`config.mk`:
```
export PLATFORM = sky130hd
export DESIGN_NAME = ama_riscv_mem_arb
export DESIGN_NICKNAME = d
export VERILOG_FILES = /design/src/rtl/ama_riscv_mem_arb.sv
export SDC_FILE = /design/constraint.sdc
export NUM_CORES = 1
export LEC_CHECK = 0
export ABC_AREA = 1
export BUFFER_PORTS_ARGS = -buffer_cell sky130_fd_sc_hd__buf_2
export CORE_AREA = 2 2 85 87
export DETAILED_ROUTE_END_ITERATION = 7
export DIE_AREA = 0 0 87 89
export PLACE_DENSITY_LB_ADDON = 0.12
export SLEW_MARGIN = 30
export SYNTH_ARGS = -nofsm -noshare
export SYNTH_HDL_FRONTEND = slang
export SYNTH_SLANG_ARGS = --single-unit
```
`constraint.sdc`:
```
create_clock -name clk -period 1.3 [get_ports clk]
set_input_delay 0.13 -clock clk [delete_from_list [all_inputs] [get_ports clk]]
set_output_delay 0.13 -clock clk [all_outputs]
set_load 0.005 [all_outputs]
```
`src/rtl/ama_riscv_mem_arb.sv`:
```
// ama_riscv_mem_arb
// Shares the single-port unified memory between the instruction-fetch port
// and the data port. One grant per cycle; read responses are routed back
// through an RD_LAT-deep tag pipeline so each returns to its issuing port.
// Build option: define MEM_ARB_RR_EN for round-robin arbitration instead of
// data-port priority with a fetch starvation guard.

module ama_riscv_mem_arb #(
    parameter int AW         = 14,
    parameter int DW         = 32,
    parameter int RD_LAT     = 1,
    parameter int STARVE_MAX = 4
) (
    input  logic          clk,
    input  logic          rst,
    input  logic          if_req_valid,
    output logic          if_req_ready,
    input  logic [AW-1:0] if_req_addr,
    output logic          if_rsp_valid,
    output logic [DW-1:0] if_rsp_data,
    input  logic          dm_req_valid,
    output logic          dm_req_ready,
    input  logic [AW-1:0] dm_req_addr,
    input  logic          dm_req_we,
    input  logic [3:0]    dm_req_wmask,
    input  logic [DW-1:0] dm_req_wdata,
    output logic          dm_rsp_valid,
    output logic [DW-1:0] dm_rsp_data,
    output logic          mem_en,
    output logic [3:0]    mem_we,
    output logic [AW-1:0] mem_addr,
    output logic [DW-1:0] mem_wdata,
    input  logic [DW-1:0] mem_rdata
);

    localparam logic SRC_IF = 1'b0;
    localparam logic SRC_DM = 1'b1;

    logic              grant_if;
    logic              grant_dm;
    logic              grant_rd;
    logic [RD_LAT-1:0] tag_v;
    logic [RD_LAT-1:0] tag_src;
    logic              rsp_v;

`ifdef MEM_ARB_RR_EN
    logic prio;

    // Contention winner flips to the other port after every grant
    always_ff @(posedge clk) begin
        if (rst) begin
            prio <= SRC_DM;
        end else if (grant_dm) begin
            prio <= SRC_IF;
        end else if (grant_if) begin
            prio <= SRC_DM;
        end
    end

    // Round-robin grant; a lone requester always wins
    always_comb begin
        grant_if = 1'b0;
        grant_dm = 1'b0;
        if (!rst) begin
            if (if_req_valid && dm_req_valid) begin
                grant_dm = (prio == SRC_DM);
                grant_if = (prio == SRC_IF);
            end else begin
                grant_if = if_req_valid;
                grant_dm = dm_req_valid;
            end
        end
    end
`else
    localparam int SCW = $clog2(STARVE_MAX + 1);

    logic [SCW-1:0] starve_cnt;
    logic           starved;

    assign starved = (starve_cnt == SCW'(STARVE_MAX));

    // Count consecutive cycles the fetch port waits; saturates at STARVE_MAX
    always_ff @(posedge clk) begin
        if (rst || !if_req_valid || grant_if) begin
            starve_cnt <= '0;
        end else if (!starved) begin
            starve_cnt <= starve_cnt + SCW'(1);
        end
    end

    // Data port wins unless the fetch port has waited STARVE_MAX cycles
    always_comb begin
        grant_if = 1'b0;
        grant_dm = 1'b0;
        if (!rst) begin
            grant_dm = dm_req_valid && !(if_req_valid && starved);
            grant_if = if_req_valid && !grant_dm;
        end
    end
`endif

    assign if_req_ready = grant_if;
    assign dm_req_ready = grant_dm;
    assign grant_rd     = grant_if || (grant_dm && !dm_req_we);

    // Present the granted request to the memory; idle bus is all zeros
    always_comb begin
        mem_en    = grant_if || grant_dm;
        mem_we    = 4'b0000;
        mem_addr  = '0;
        mem_wdata = '0;
        if (grant_dm) begin
            mem_addr = dm_req_addr;
            if (dm_req_we) begin
                mem_we    = dm_req_wmask;
                mem_wdata = dm_req_wdata;
            end
        end else if (grant_if) begin
            mem_addr = if_req_addr;
        end
    end

    // Tag pipeline: one {valid, src} entry per cycle, aligned to read latency
    always_ff @(posedge clk) begin
        if (rst) begin
            tag_v   <= '0;
            tag_src <= '0;
        end else begin
            for (int i = RD_LAT - 1; i > 0; i--) begin
                tag_v[i]   <= tag_v[i-1];
                tag_src[i] <= tag_src[i-1];
            end
            tag_v[0]   <= grant_rd;
            tag_src[0] <= grant_dm ? SRC_DM : SRC_IF;
        end
    end

    // Steer returning data to the port recorded in the tag
    always_comb begin
        rsp_v        = tag_v[RD_LAT-1] && !rst;
        if_rsp_valid = rsp_v && (tag_src[RD_LAT-1] == SRC_IF);
        dm_rsp_valid = rsp_v && (tag_src[RD_LAT-1] == SRC_DM);
        if_rsp_data  = if_rsp_valid ? mem_rdata : '0;
        dm_rsp_data  = dm_rsp_valid ? mem_rdata : '0;
    end

endmodule

```
# Word level (Yosys, flattened, before mapping)
# Cells that the tools add are included.
# totals
inputBits,101
output_inout_bits,119
elab_cells,33
reg_bits,5
# op_classes
add_sub_neg,1
mux,11
n_reduce_logical,16
eq_ne,1
bitwise,1
# ops
operator,n
$mux W32,4
$mux W14,2
$mux W4,2
$logic_and A1 B1 Y1,7
$logic_not A1 Y1,5
$logic_or A1 B1 Y1,4
$add A3 B1 Y3 const B,1
$eq A3 B3 Y1 const B,1
$mux W1,3
$not A1 Y1,1

# Longest topological paths before layout
# logic_depth
depth_word,9
ltp_mapped,7
ltp_nobuf,7

# Worst setup path after synthesis
# OpenSTA, ideal clock, no wires.
# synth_path
path_kind,register to output
startpoint,reg starve_cnt[0]
endpoint,out mem_wdata[22]
arrival_time_ps,1171
n_path_buf,2
path_slack_ps,-1
required_ps,1170
path_stages_with_launch,8
cell_sequence,dfxtp_1 > inv_1 > ha_1 > nand3_4 > nand3_2 > buf_6 > buf_6 > nor2_1
# synth_via
elab_chain_len,6
# synth_lines
item,line,source
start: declaration,77,logic [SCW-1:0] starve_cnt;
start signal: assignment,87,starve_cnt <= starve_cnt + SCW'(1);
$eq A3 B3 Y1,80,assign starved = (starve_cnt == SCW'(STARVE_MAX));
$logic_and A1 B1 Y1,96,grant_dm = dm_req_valid && !(if_req_valid && starved);
$logic_not A1 Y1,96,
$logic_and A1 B1 Y1,96,
$mux W1,95,if (!rst) begin
$mux W32,112,if (grant_dm) begin
end: declaration,32,"output logic [DW-1:0] mem_wdata,"
# No other way between the ends.

# Final worst setup path
# layout_path
startpoint,reg starve_cnt[0]
endpoint,out mem_wdata[3]
# The elaborated chain is that of the path after synthesis.

==> results.md <==
* Status: finished with violations
* Failing checks: negative setup slack
* Synthesized instance count at 271
* Synthesized Nets at 374
* Post-layout instance area at 3045 um2
* CP required at 1170 ps
* CTS tree: yes
* Worst hold path stage count at 4
* Clock buffer depth at 2
* Post-layout util at 45.33%
* Max-slew headroom at 84.73%
* Remaining DRCs at 0
* Share of cells above drive strength 1 at 60.64%
* Initial antenna violation count at 0
* R2R Setup Slk at 0 ps
* Int Pwr at 0.0007207 W
* Actual slew at the worst max-slew pin at 229.1 ps
* Vias per cell at 4.285
* Gate power share at 60.4%
* Avg Cell Area, Syn at 4.612 um2
* Setup Skew at 0.8127 ps
* Unique masters post-synth at 19
* RSZ-0062 raised after global routing: yes
* 1st-iter DRT viols at 39
* Pre-CTS WS at -85.45 ps
* Placed Cells at 565
* DR pass1 iterations at 4
* DRT antenna net count at 0
* Max Clock Freq at 628.5 MHz
* Gr usage total at 14.96%
* Psw at 0.0004003 W
* CP Launch Type: flip-flop
* Routed len/inst at 12.32 um
* Worst Path Max Fanout at 9
* Synthesis warning total at 0
* WS Path Type: reg -> out
* Min-Delay Startpoint: rst
* Routed Wire Length at 7.181 mm
* Initial core utilization at 18.60%
* Max VDD drop at 0.2710 mV
* Worst hold slack at 302.1 ps
* Post-DP Area at 2507 um2
* Post-synthesis cell area at 1250 um2
* Fin crit share at 122.4%
* Crit path capture type: output port
* Leakage at 2.028 nW
* Vias after detailed routing at 2498
* DIE WIDTH at 87 um
* HP Class: in -> reg
* Pin count of the biggest net entering global routing at 34
* Met2 usage at 32.27%
* FF-to-FF End: tag_v$_SDFF_PP0_
* Row cnt at 30
* Register share of total power at 14.6%
* Hold Crit Endpoint: starve_cnt[1]$_SDFFE_PP0P_
* Worst r2r src: starve_cnt[0]$_SDFFE_PP0P_
* I/O pin count at 220
* Worst Setup Slack, final at -291.0 ps
* Number of diodes at 0
* Final hold violation count at 0
* Clock root buffer: clkbuf_8
* Clock network fraction of total power at 25.1%
* Clk Latency, worst-skew pair at 220 ps
* Post-DP HPWL at 5.468 mm
* CTS buffer count at 3
* Sw frac at 35.71%
* Non-filler cells, final at 583
* Routability cong. at 0.7658
* Total congestion overflow at 0
* Critical Path AT at 1460 ps
* Seq/Total Area, Yosys at 8.008%
* Cells on worst reg2reg path at 9
* Clock sink total at 5
* # Max-Cap Violations at 0
* Fin. max-slew vios at 0
* Cell area power density at 368.1 nW/um2
* Clock-pin slew on the worst setup and hold paths at 30 ps
* Core area at 6719 um2
* M1 GR Usage at 14.73%
* Grt met3 use at 2.770%
* GR peak layer: met2
* Die H at 89 um
* Min Tclk post-route at 1591 ps
* Die area at 7743 um2
* CTS H-tree lvls at 1
* Area growth, synth to finish at 143.6%
* Final setup fails at 82
* Number of global-route vias before repair at 2106
* Port Buf Inserts at 219
* Synth Register Bits at 5
* First-pass GRT wire length at 9.384 mm
* # nets final at 607
==> power by group through the flow <==
stage,sequential (W),combinational [W],clock [W]
after floorplan,0.000164,0.000224,0
after global placement,0.000165,0.000522,0
after detailed placement,0.000165,0.000524,0
after CTS,0.000163,0.000608,0.000289
after global routing,0.000163,0.000744,0.000301
final,0.000163,0.000677,0.000281
==> through the flow <==
stage	power (W)	setup TNS, ps
4_1_cts	0.001059	-13270
2_1_floorplan	0.0003882	0
3_5_place_dp	0.0006885	-651.7
5_1_grt	0.001208	-22520
6_report	0.001121	-16410
3_3_place_gp	0.0006864	-285.0
==> cell usage in the layout (no fill, tap or decap), types with 5 or more instances in the layout <==
master	n
buf_2	217
inv_2	5
nor2_2	26
nor2_1	65
nand2_1	55
buf_4	13
buf_12	6
nand3_1	16
nor2_4	15
inv_1	39
nand4_1	15
==> routing by layer <==
metal  wire length [um]  vias to the layer above
li1                   -                     1267
met1               2362                     1089
met2               4079                      138
met3                691                        4
met4                 46                        0
met5                  0                        -
==> cell usage after synthesis <==
| library cell | instances | area, um2 |
|---|---|---|
| nand3_1 | 16 | 80.08 |
| nor2_1 | 105 | 394.1 |
| o21ai_0 | 1 | 5.000 |
| nand2_1 | 57 | 214.0 |
| ha_1 | 2 | 25.02 |
| buf_6 | 2 | 22.52 |
| nand2_2 | 1 | 6.260 |
| dfxtp_1 | 5 | 100.1 |
| nand4_1 | 15 | 93.84 |
| nor2_2 | 1 | 6.260 |
| xor2_1 | 1 | 8.760 |
| nand3b_1 | 1 | 7.510 |
| clkbuf_1 | 1 | 3.750 |
| nand3_2 | 1 | 10.01 |
| inv_1 | 43 | 161.4 |
| inv_2 | 1 | 3.750 |
| nand3_4 | 1 | 17.52 |
| buf_4 | 2 | 15.01 |
| buf_2 | 15 | 75.07 |
==> how the worst max path moves through the flow <==
stage	from	end	slack, ps	depth (start not counted)
finish	starve_cnt[0]$_SDFFE_PP0P_	mem_wdata[3]	-290	8
global route	starve_cnt[0]$_SDFFE_PP0P_	mem_wdata[26]	-370	8
CTS	starve_cnt[1]$_SDFFE_PP0P_	mem_we[2]	-270	8
detailed placement	starve_cnt[0]$_SDFFE_PP0P_	mem_wdata[9]	-90	7
global placement	starve_cnt[0]$_SDFFE_PP0P_	mem_wdata[9]	-90	7
floorplan	starve_cnt[0]$_SDFFE_PP0P_	mem_wdata[22]	30	7
==> critical path, stage by stage, from the launching register on <==
cell     delay [ps]
dfxtp_2         320
inv_2            50
ha_4            160
nand3_4         100
nand3_4         110
buf_8           160
buf_16          140
nor2_2           90
buf_2           120
==> registers in the layout, summed over array words and instances, names as in the netlist <==
name        cells
starve_cnt      3
tag_src         1
tag_v           1
==> layout make-up <==
class / instances / area (um2)
multi-input combinational: 202 / 1084
timing repair buffer: 248 / 1549
tap: 80 / 100.1
fill: 704 / 3674
inverter: 44 / 165.2
clock buffer: 4 / 45.04
sequential: 5 / 102.6
==> cells by family (layout without fill, tap and decap cells) <==
group                      Yosys count  count (layout)  synth area share, %
adders and majority gates            2               2                2.002
xor gates and xnor gates             1               1               0.7008
and+or+nand+nor                    198             198                66.37
DFF                                  5               5                8.008
AOI/OAI and AO/OA                    1               1               0.4000
buffers and inverters               64             296                22.52
==> what timing repair did <==
action                                  in CTS  in global routing
setup buffers                                6                  2
resized for setup                           26                 52
cloned                                       4                  3
pin swaps                                    4                  4
endpoints found under the setup margin      53                 60
hold buffers                                 0                  0
Power figures use the tool's default switching activity.
